===== config.mk =====
export PLATFORM = sky130hd
export DESIGN_NAME = mem_arbiter_flat
export DESIGN_NICKNAME = d
export VERILOG_FILES = /design/src/rtl/mem_arbiter_if.sv /design/src/rtl/mem_arbiter.sv /design/src/flat_wrapper.sv
export SDC_FILE = /design/constraint.sdc
export NUM_CORES = 1
export LEC_CHECK = 0
export ABC_AREA = 1
export CORE_AREA = 3 3 110 112
export DETAILED_ROUTE_END_ITERATION = 8
export DIE_AREA = 0 0 113 115
export GPL_TIMING_DRIVEN = 0
export PLACE_DENSITY = 0.9
export SYNTH_ARGS = -nofsm -noshare
export SYNTH_HDL_FRONTEND = slang
export SYNTH_SLANG_ARGS = --single-unit

===== constraint.sdc =====
create_clock -name clk -period 4.5 [get_ports clk]
set_input_delay 0.9 -clock clk [delete_from_list [all_inputs] [get_ports clk]]
set_output_delay 0.9 -clock clk [all_outputs]
set_load 0.02 [all_outputs]

===== src/rtl/mem_arbiter_if.sv =====
// Signal bundle between the CPU fetch/data stages, the unified-memory arbiter and the memory.
// The slave view belongs to the arbiter; the master view belongs to the CPU stages plus the memory.
interface mem_arbiter_if #(
  parameter int ADDR_W = 8,
  parameter int DATA_W = 32
);
  logic              if_req;
  logic [ADDR_W-1:0] if_addr;
  logic [DATA_W-1:0] if_rdata;
  logic              if_valid;
  logic              if_stall;

  logic              dm_req;
  logic              dm_we;
  logic [ADDR_W-1:0] dm_addr;
  logic [DATA_W-1:0] dm_wdata;
  logic [DATA_W-1:0] dm_rdata;
  logic              dm_valid;
  logic              dm_stall;

  logic              mem_en;
  logic              mem_we;
  logic [ADDR_W-1:0] mem_addr;
  logic [DATA_W-1:0] mem_wdata;
  logic [DATA_W-1:0] mem_rdata;

  modport slave (
    input  if_req, if_addr,
    output if_rdata, if_valid, if_stall,
    input  dm_req, dm_we, dm_addr, dm_wdata,
    output dm_rdata, dm_valid, dm_stall,
    output mem_en, mem_we, mem_addr, mem_wdata,
    input  mem_rdata
  );

  modport master (
    output if_req, if_addr,
    input  if_rdata, if_valid, if_stall,
    output dm_req, dm_we, dm_addr, dm_wdata,
    input  dm_rdata, dm_valid, dm_stall,
    input  mem_en, mem_we, mem_addr, mem_wdata,
    output mem_rdata
  );
endinterface


===== src/rtl/mem_arbiter.sv =====
// Shares one single-port memory between instruction fetch and data access.
// Data wins collisions; a streak counter forces a fetch grant after STARVE_MAX data grants in a row.
module mem_arbiter #(
  parameter int ADDR_W     = 8,
  parameter int DATA_W     = 32,
  parameter int MEM_LAT    = 2,
  parameter int STARVE_MAX = 3
) (
  input  logic         clk,
  input  logic         SYS_reset_n,
  mem_arbiter_if.slave bus
);
  localparam logic [3:0] LAT_LOAD   = 4'(MEM_LAT - 1);
  localparam logic [3:0] STARVE_LIM = 4'(STARVE_MAX);

  typedef enum logic [1:0] {
    IDLE = 2'd0,
    BUSY = 2'd1,
    RESP = 2'd2
  } state_t;

  state_t                 state_reg, state_next;
  logic                   owner_reg, owner_next;
  logic [3:0]             streak_reg, streak_next;
  logic [3:0]             cnt_reg, cnt_next;
  logic                   mem_we_reg, mem_we_next;
  logic [ADDR_W-1:0]      mem_addr_reg, mem_addr_next;
  logic [DATA_W-1:0]      mem_wdata_reg, mem_wdata_next;
  logic [1:0][DATA_W-1:0] rdata_reg, rdata_next;
  logic                   grant_if, grant_dm;
  logic [1:0]             req_vec, valid_vec, stall_vec;

  always_ff @(posedge clk or negedge SYS_reset_n) begin
    if (!SYS_reset_n) begin
      state_reg     <= IDLE;
      owner_reg     <= 1'b0;
      streak_reg    <= '0;
      cnt_reg       <= '0;
      mem_we_reg    <= 1'b0;
      mem_addr_reg  <= '0;
      mem_wdata_reg <= '0;
      rdata_reg     <= '0;
    end else begin
      state_reg     <= state_next;
      owner_reg     <= owner_next;
      streak_reg    <= streak_next;
      cnt_reg       <= cnt_next;
      mem_we_reg    <= mem_we_next;
      mem_addr_reg  <= mem_addr_next;
      mem_wdata_reg <= mem_wdata_next;
      rdata_reg     <= rdata_next;
    end
  end

  always_comb begin
    state_next     = state_reg;
    owner_next     = owner_reg;
    streak_next    = streak_reg;
    cnt_next       = cnt_reg;
    mem_we_next    = mem_we_reg;
    mem_addr_next  = mem_addr_reg;
    mem_wdata_next = mem_wdata_reg;
    rdata_next     = rdata_reg;
    grant_dm       = 1'b0;
    grant_if       = 1'b0;
    case (state_reg)
      IDLE: begin
        grant_dm = bus.dm_req && !(bus.if_req && streak_reg == STARVE_LIM);
        grant_if = bus.if_req && !grant_dm;
        if (grant_dm) begin
          owner_next     = 1'b1;
          mem_addr_next  = bus.dm_addr;
          mem_we_next    = bus.dm_we;
          mem_wdata_next = bus.dm_wdata;
        end else if (grant_if) begin
          owner_next     = 1'b0;
          mem_addr_next  = bus.if_addr;
          mem_we_next    = 1'b0;
          mem_wdata_next = '0;
        end
        // Only data grants that keep a waiting fetch waiting extend the streak.
        if (grant_dm && bus.if_req)
          streak_next = (streak_reg == 4'hF) ? streak_reg : streak_reg + 4'd1;
        else
          streak_next = '0;
        if (grant_dm || grant_if) begin
          state_next = BUSY;
          cnt_next   = LAT_LOAD;
        end
      end
      BUSY: begin
        if (cnt_reg == '0) begin
          state_next  = RESP;
          mem_we_next = 1'b0;
          if (!mem_we_reg)
            rdata_next[owner_reg] = bus.mem_rdata;
        end else begin
          cnt_next = cnt_reg - 4'd1;
        end
      end
      RESP:    state_next = IDLE;
      default: state_next = IDLE;
    endcase
  end

  // Index 0 is the fetch port, index 1 the data port, matching the owner encoding.
  assign req_vec = {bus.dm_req, bus.if_req};

  genvar gi;
  generate
    for (gi = 0; gi < 2; gi++) begin : g_port
      assign valid_vec[gi] = (state_reg == RESP) && (owner_reg == 1'(gi));
      assign stall_vec[gi] = req_vec[gi] & ~valid_vec[gi];
    end
  endgenerate

  assign bus.if_rdata  = rdata_reg[0];
  assign bus.dm_rdata  = rdata_reg[1];
  assign bus.if_valid  = valid_vec[0];
  assign bus.dm_valid  = valid_vec[1];
  assign bus.if_stall  = stall_vec[0];
  assign bus.dm_stall  = stall_vec[1];
  assign bus.mem_en    = (state_reg == BUSY);
  assign bus.mem_we    = mem_we_reg;
  assign bus.mem_addr  = mem_addr_reg;
  assign bus.mem_wdata = mem_wdata_reg;
endmodule


===== src/flat_wrapper.sv =====
// flat-port wrapper written by rule: the top's interface ports become plain ports
module mem_arbiter_flat 
#(
  parameter int ADDR_W     = 8,
  parameter int DATA_W     = 32,
  parameter int MEM_LAT    = 2,
  parameter int STARVE_MAX = 3
)
  (clk, SYS_reset_n, bus_if_req, bus_if_addr, bus_if_rdata, bus_if_valid, bus_if_stall, bus_dm_req, bus_dm_we, bus_dm_addr, bus_dm_wdata, bus_dm_rdata, bus_dm_valid, bus_dm_stall, bus_mem_en, bus_mem_we, bus_mem_addr, bus_mem_wdata, bus_mem_rdata);
  mem_arbiter_if #(.ADDR_W(ADDR_W), .DATA_W(DATA_W)) bus_i ();
  input  logic clk;
  input  logic SYS_reset_n;
  input wire logic [$bits(bus_i.if_req)-1:0] bus_if_req;
  input wire logic [$bits(bus_i.if_addr)-1:0] bus_if_addr;
  output wire logic [$bits(bus_i.if_rdata)-1:0] bus_if_rdata;
  output wire logic [$bits(bus_i.if_valid)-1:0] bus_if_valid;
  output wire logic [$bits(bus_i.if_stall)-1:0] bus_if_stall;
  input wire logic [$bits(bus_i.dm_req)-1:0] bus_dm_req;
  input wire logic [$bits(bus_i.dm_we)-1:0] bus_dm_we;
  input wire logic [$bits(bus_i.dm_addr)-1:0] bus_dm_addr;
  input wire logic [$bits(bus_i.dm_wdata)-1:0] bus_dm_wdata;
  output wire logic [$bits(bus_i.dm_rdata)-1:0] bus_dm_rdata;
  output wire logic [$bits(bus_i.dm_valid)-1:0] bus_dm_valid;
  output wire logic [$bits(bus_i.dm_stall)-1:0] bus_dm_stall;
  output wire logic [$bits(bus_i.mem_en)-1:0] bus_mem_en;
  output wire logic [$bits(bus_i.mem_we)-1:0] bus_mem_we;
  output wire logic [$bits(bus_i.mem_addr)-1:0] bus_mem_addr;
  output wire logic [$bits(bus_i.mem_wdata)-1:0] bus_mem_wdata;
  input wire logic [$bits(bus_i.mem_rdata)-1:0] bus_mem_rdata;
  assign bus_i.if_req = bus_if_req;
  assign bus_i.if_addr = bus_if_addr;
  assign bus_if_rdata = bus_i.if_rdata;
  assign bus_if_valid = bus_i.if_valid;
  assign bus_if_stall = bus_i.if_stall;
  assign bus_i.dm_req = bus_dm_req;
  assign bus_i.dm_we = bus_dm_we;
  assign bus_i.dm_addr = bus_dm_addr;
  assign bus_i.dm_wdata = bus_dm_wdata;
  assign bus_dm_rdata = bus_i.dm_rdata;
  assign bus_dm_valid = bus_i.dm_valid;
  assign bus_dm_stall = bus_i.dm_stall;
  assign bus_mem_en = bus_i.mem_en;
  assign bus_mem_we = bus_i.mem_we;
  assign bus_mem_addr = bus_i.mem_addr;
  assign bus_mem_wdata = bus_i.mem_wdata;
  assign bus_i.mem_rdata = bus_mem_rdata;
  mem_arbiter #(.ADDR_W(ADDR_W), .DATA_W(DATA_W), .MEM_LAT(MEM_LAT), .STARVE_MAX(STARVE_MAX)) u_core (.clk(clk), .SYS_reset_n(SYS_reset_n), .bus(bus_i));
endmodule

==> flow_metrics.tcl <==
set metrics [dict create \
    outcome "completed" \
    path_cells "clkdlybuf4s50_1 > buf_2 > o21ai_0 > inv_1 > clkdlybuf4s50_1" \
    io_pins 195 \
    rows 39 \
    pwr-share-clk 0.240 \
    gp_congestion 0.920 \
    ctsHoldBuffers 0 \
    drive_gt1_frac 0.176 \
    hold_viol 0 \
    crit_path_start "bus_dm_req" \
    rsz0062_at_grt "no" \
    antenna_found_initial 0 \
    rr_startpoint "u_core.cnt_reg[0]" \
    grt_pass1_vias 4502 \
    final.fill_count 847 \
    drc_errors 0 \
    required_ns 3.60 \
    initial_core_util 0.445 \
    relSlewSlack 0.504 \
    use_met1 0.246 \
    synth.yosys.warnings 0 \
    fin_worst_skew_ns 0.0102 \
    r2r_slack_ns 2.77 \
    ys_seq_area_frac 0.577 \
    ys.flop_type "dfrtp_1" \
    hp-class "reg2reg" \
    start_kind "input pin" \
    power_frac_seq 0.293 \
    p_leak_nw 3.80 \
    drv_cap 0 \
    postCtsSetupBuffers 0 \
    use_met3 0.0789 \
    critical_path.endpoint_type "output pin" \
    combPwrFrac 0.467 \
    post_cts_resized 0 \
    p_int_mw 3.99 \
    synth.distinct_cells 27 \
    syn-num-nets 605 \
    syn_to_final_growth_pct 56.1 \
    ys_ff_latch 116 \
    layout.nets 819 \
    syn_avg_cell_area_um2 9.71 \
    vias_per_cell 4.82 \
    vias 4279 \
    dieArea_um2 13000 \
    cp_slowest_cell "clkdlybuf4s50_1" \
    cp.depth 5 \
    dp_hpwl_um 9950 \
    async_reset_ff_frac 1.00 \
    r2r-end "u_core.bus.if_rdata[6]" \
    cts_tree "yes" \
    root_buffer "clkbuf_16" \
    grt_usage 0.211 \
    detail-route-antenna-nets 0 \
    total_power_mw 6.37 \
    die_y_um 115 \
    max_freq_ghz 0.291 \
    cts_made_buffers 17 \
    drt_first_iter_violations 194 \
    fin_tns_setup_ns 0 \
    p_sw_frac 0.375 \
    crit_buf_inv 4 \
    drt-total-wl_um 13600 \
    grt_max_degree 60 \
    setup_viol 0 \
    io_buffers 194 \
    htree_levels 4 \
    final.period_utilization 0.764 \
    crit_fanout 10 \
    n_antenna_cell 0 \
    synth_edf_count 0 \
    max_stage_delay_ns 0.60 \
    criticalPathCategory "in2out" \
    layout_min_cycle_time_ns 3.44 \
    drv_slew 0 \
    cp.arrival_ns 2.54 \
    overflow 0 \
    core_area_um2 11300 \
    power_density_nw_per_um2 812 \
    die_w_um 113 \
    synth_cells 518 \
    r2r_cells 8 \
    syn_area_um2 5030 \
    grt.busiest_layer "met2" \
    grtUsageMet2 0.362 \
    worst_slew_pin_slew_ns 0.744 \
    crit_family "buffers and inverters" \
    vdd_drop_max_mv 0.447 \
    clk_latency_ns 0.40 \
    path_clk_slew_ns 0.05 \
    cts.sinks 116 \
    clockBufferDepth 2 \
    crit_top_cell "clkdlybuf4s50_1" \
    drt_first_pass_iters 4 \
    avgRoutedWirePerCell_um 15.4 \
    endpoint "bus_dm_stall" \
    grt_pass1_wl_um 21800 \
    switchingPower_mw 2.39 \
]
## metrics by stage
step	setup WS, ns	hold slack, ns	util	instances	area, um2
final	1.06	0.481	0.694	888	7850
after global routing	0.997	0.496	0.694	888	7850
after CTS	1.05	0.483	0.694	888	7850
after detailed placement	1.06	0.468	0.634	856	7180
after global placement	-1.67	0.463	0.632	855	7150
after floorplan	2.31	0.480	-	518	5030
## final cells by class
type / count / area (um2) / area share
multi-input combinational: 328 / 1740 / 0.222
sequential: 116 / 2900 / 0.370
inverter: 54 / 203 / 0.0258
clock inverter: 9 / 198 / 0.0252
timing repair buffer: 195 / 1970 / 0.250
tap: 143 / 179 / 0.0228
clock buffer: 23 / 478 / 0.0609
buffer: 20 / 183 / 0.0233
## cell usage after synthesis, types with 2 or more instances
master	count	area [um2]
buf_2	5	25.0
buf_4	3	22.5
buf_6	12	135
dfrtp_1	116	2900
ha_1	2	25.0
inv_1	51	191
inv_2	3	11.3
nand2_1	202	758
nand2_2	2	12.5
nand3_1	18	90.1
nand3_4	3	52.6
nand3b_1	8	60.1
nor2_1	10	37.5
nor2_2	2	12.5
o21ai_0	5	25.0
o21ai_2	65	569
## worst min path at each step
stage,from,end,cells past startpoint
floorplan,u_core.cnt_reg[3],u_core.cnt_reg[3],2
global placement,u_core.bus.mem_wdata[10],u_core.bus.mem_wdata[10],2
detailed placement,u_core.bus.if_rdata[20],u_core.bus.if_rdata[20],2
CTS,u_core.bus.mem_wdata[9],u_core.bus.mem_wdata[9],2
global route,u_core.bus.mem_wdata[11],u_core.bus.mem_wdata[11],2
finish,u_core.bus.mem_wdata[10],u_core.bus.mem_wdata[10],2
## power groups by stage
stage | clock (mW) | sequential, mW | combinational, mW
4_1_cts | 1.55 | 1.87 | 3.02
2_1_floorplan | 0 | 2.43 | 1.03
6_report | 1.53 | 1.87 | 2.98
3_5_place_dp | 0 | 1.87 | 3.00
3_3_place_gp | 0 | 1.84 | 2.91
5_1_grt | 1.60 | 1.93 | 3.20
## layer usage
metal	routed length (um)	up-vias
li1	-	2048
met1	5290	2057
met2	7020	156
met3	1120	18
met4	210	0
met5	0	-
## tightest hold or removal path, cell delays in order (launching register included)
cell	delay, ns
dfrtp_1	0.34
nand2_1	0.05
nand2_1	0.06
## layout by cell type, fill, tap and decap left out, drive strengths merged
cell | Yosys | routed
ha | 2 | 2
o211ai | 1 | 1
nand3 | 22 | 22
xnor2 | 1 | 1
bufinv | 0 | 6
a21oi | 1 | 1
o21ai | 71 | 71
inv | 54 | 54
xor2 | 1 | 1
or2 | 1 | 1
buf | 20 | 22
clkinv | 0 | 2
clkdlybuf4s50 | 0 | 193
dfrtp | 116 | 116
clkbuf | 0 | 23
clkinvlp | 0 | 1
nand3b | 8 | 8
o21bai | 1 | 1
nor2 | 14 | 14
nand2 | 205 | 205
## cell families (layout without fill, tap and decap cells)
kind of cell / after synthesis / count (layout) / synth area share
compound gates: 74 / 74 / 0.123
flops: 116 / 116 / 0.577
fa+ha+maj: 2 / 2 / 0.00497
simple gates: 250 / 250 / 0.215
xor+xnor: 2 / 2 / 0.00348
buf+inv: 74 / 301 / 0.0766
No activity file was read; power rests on OpenSTA's default activity.
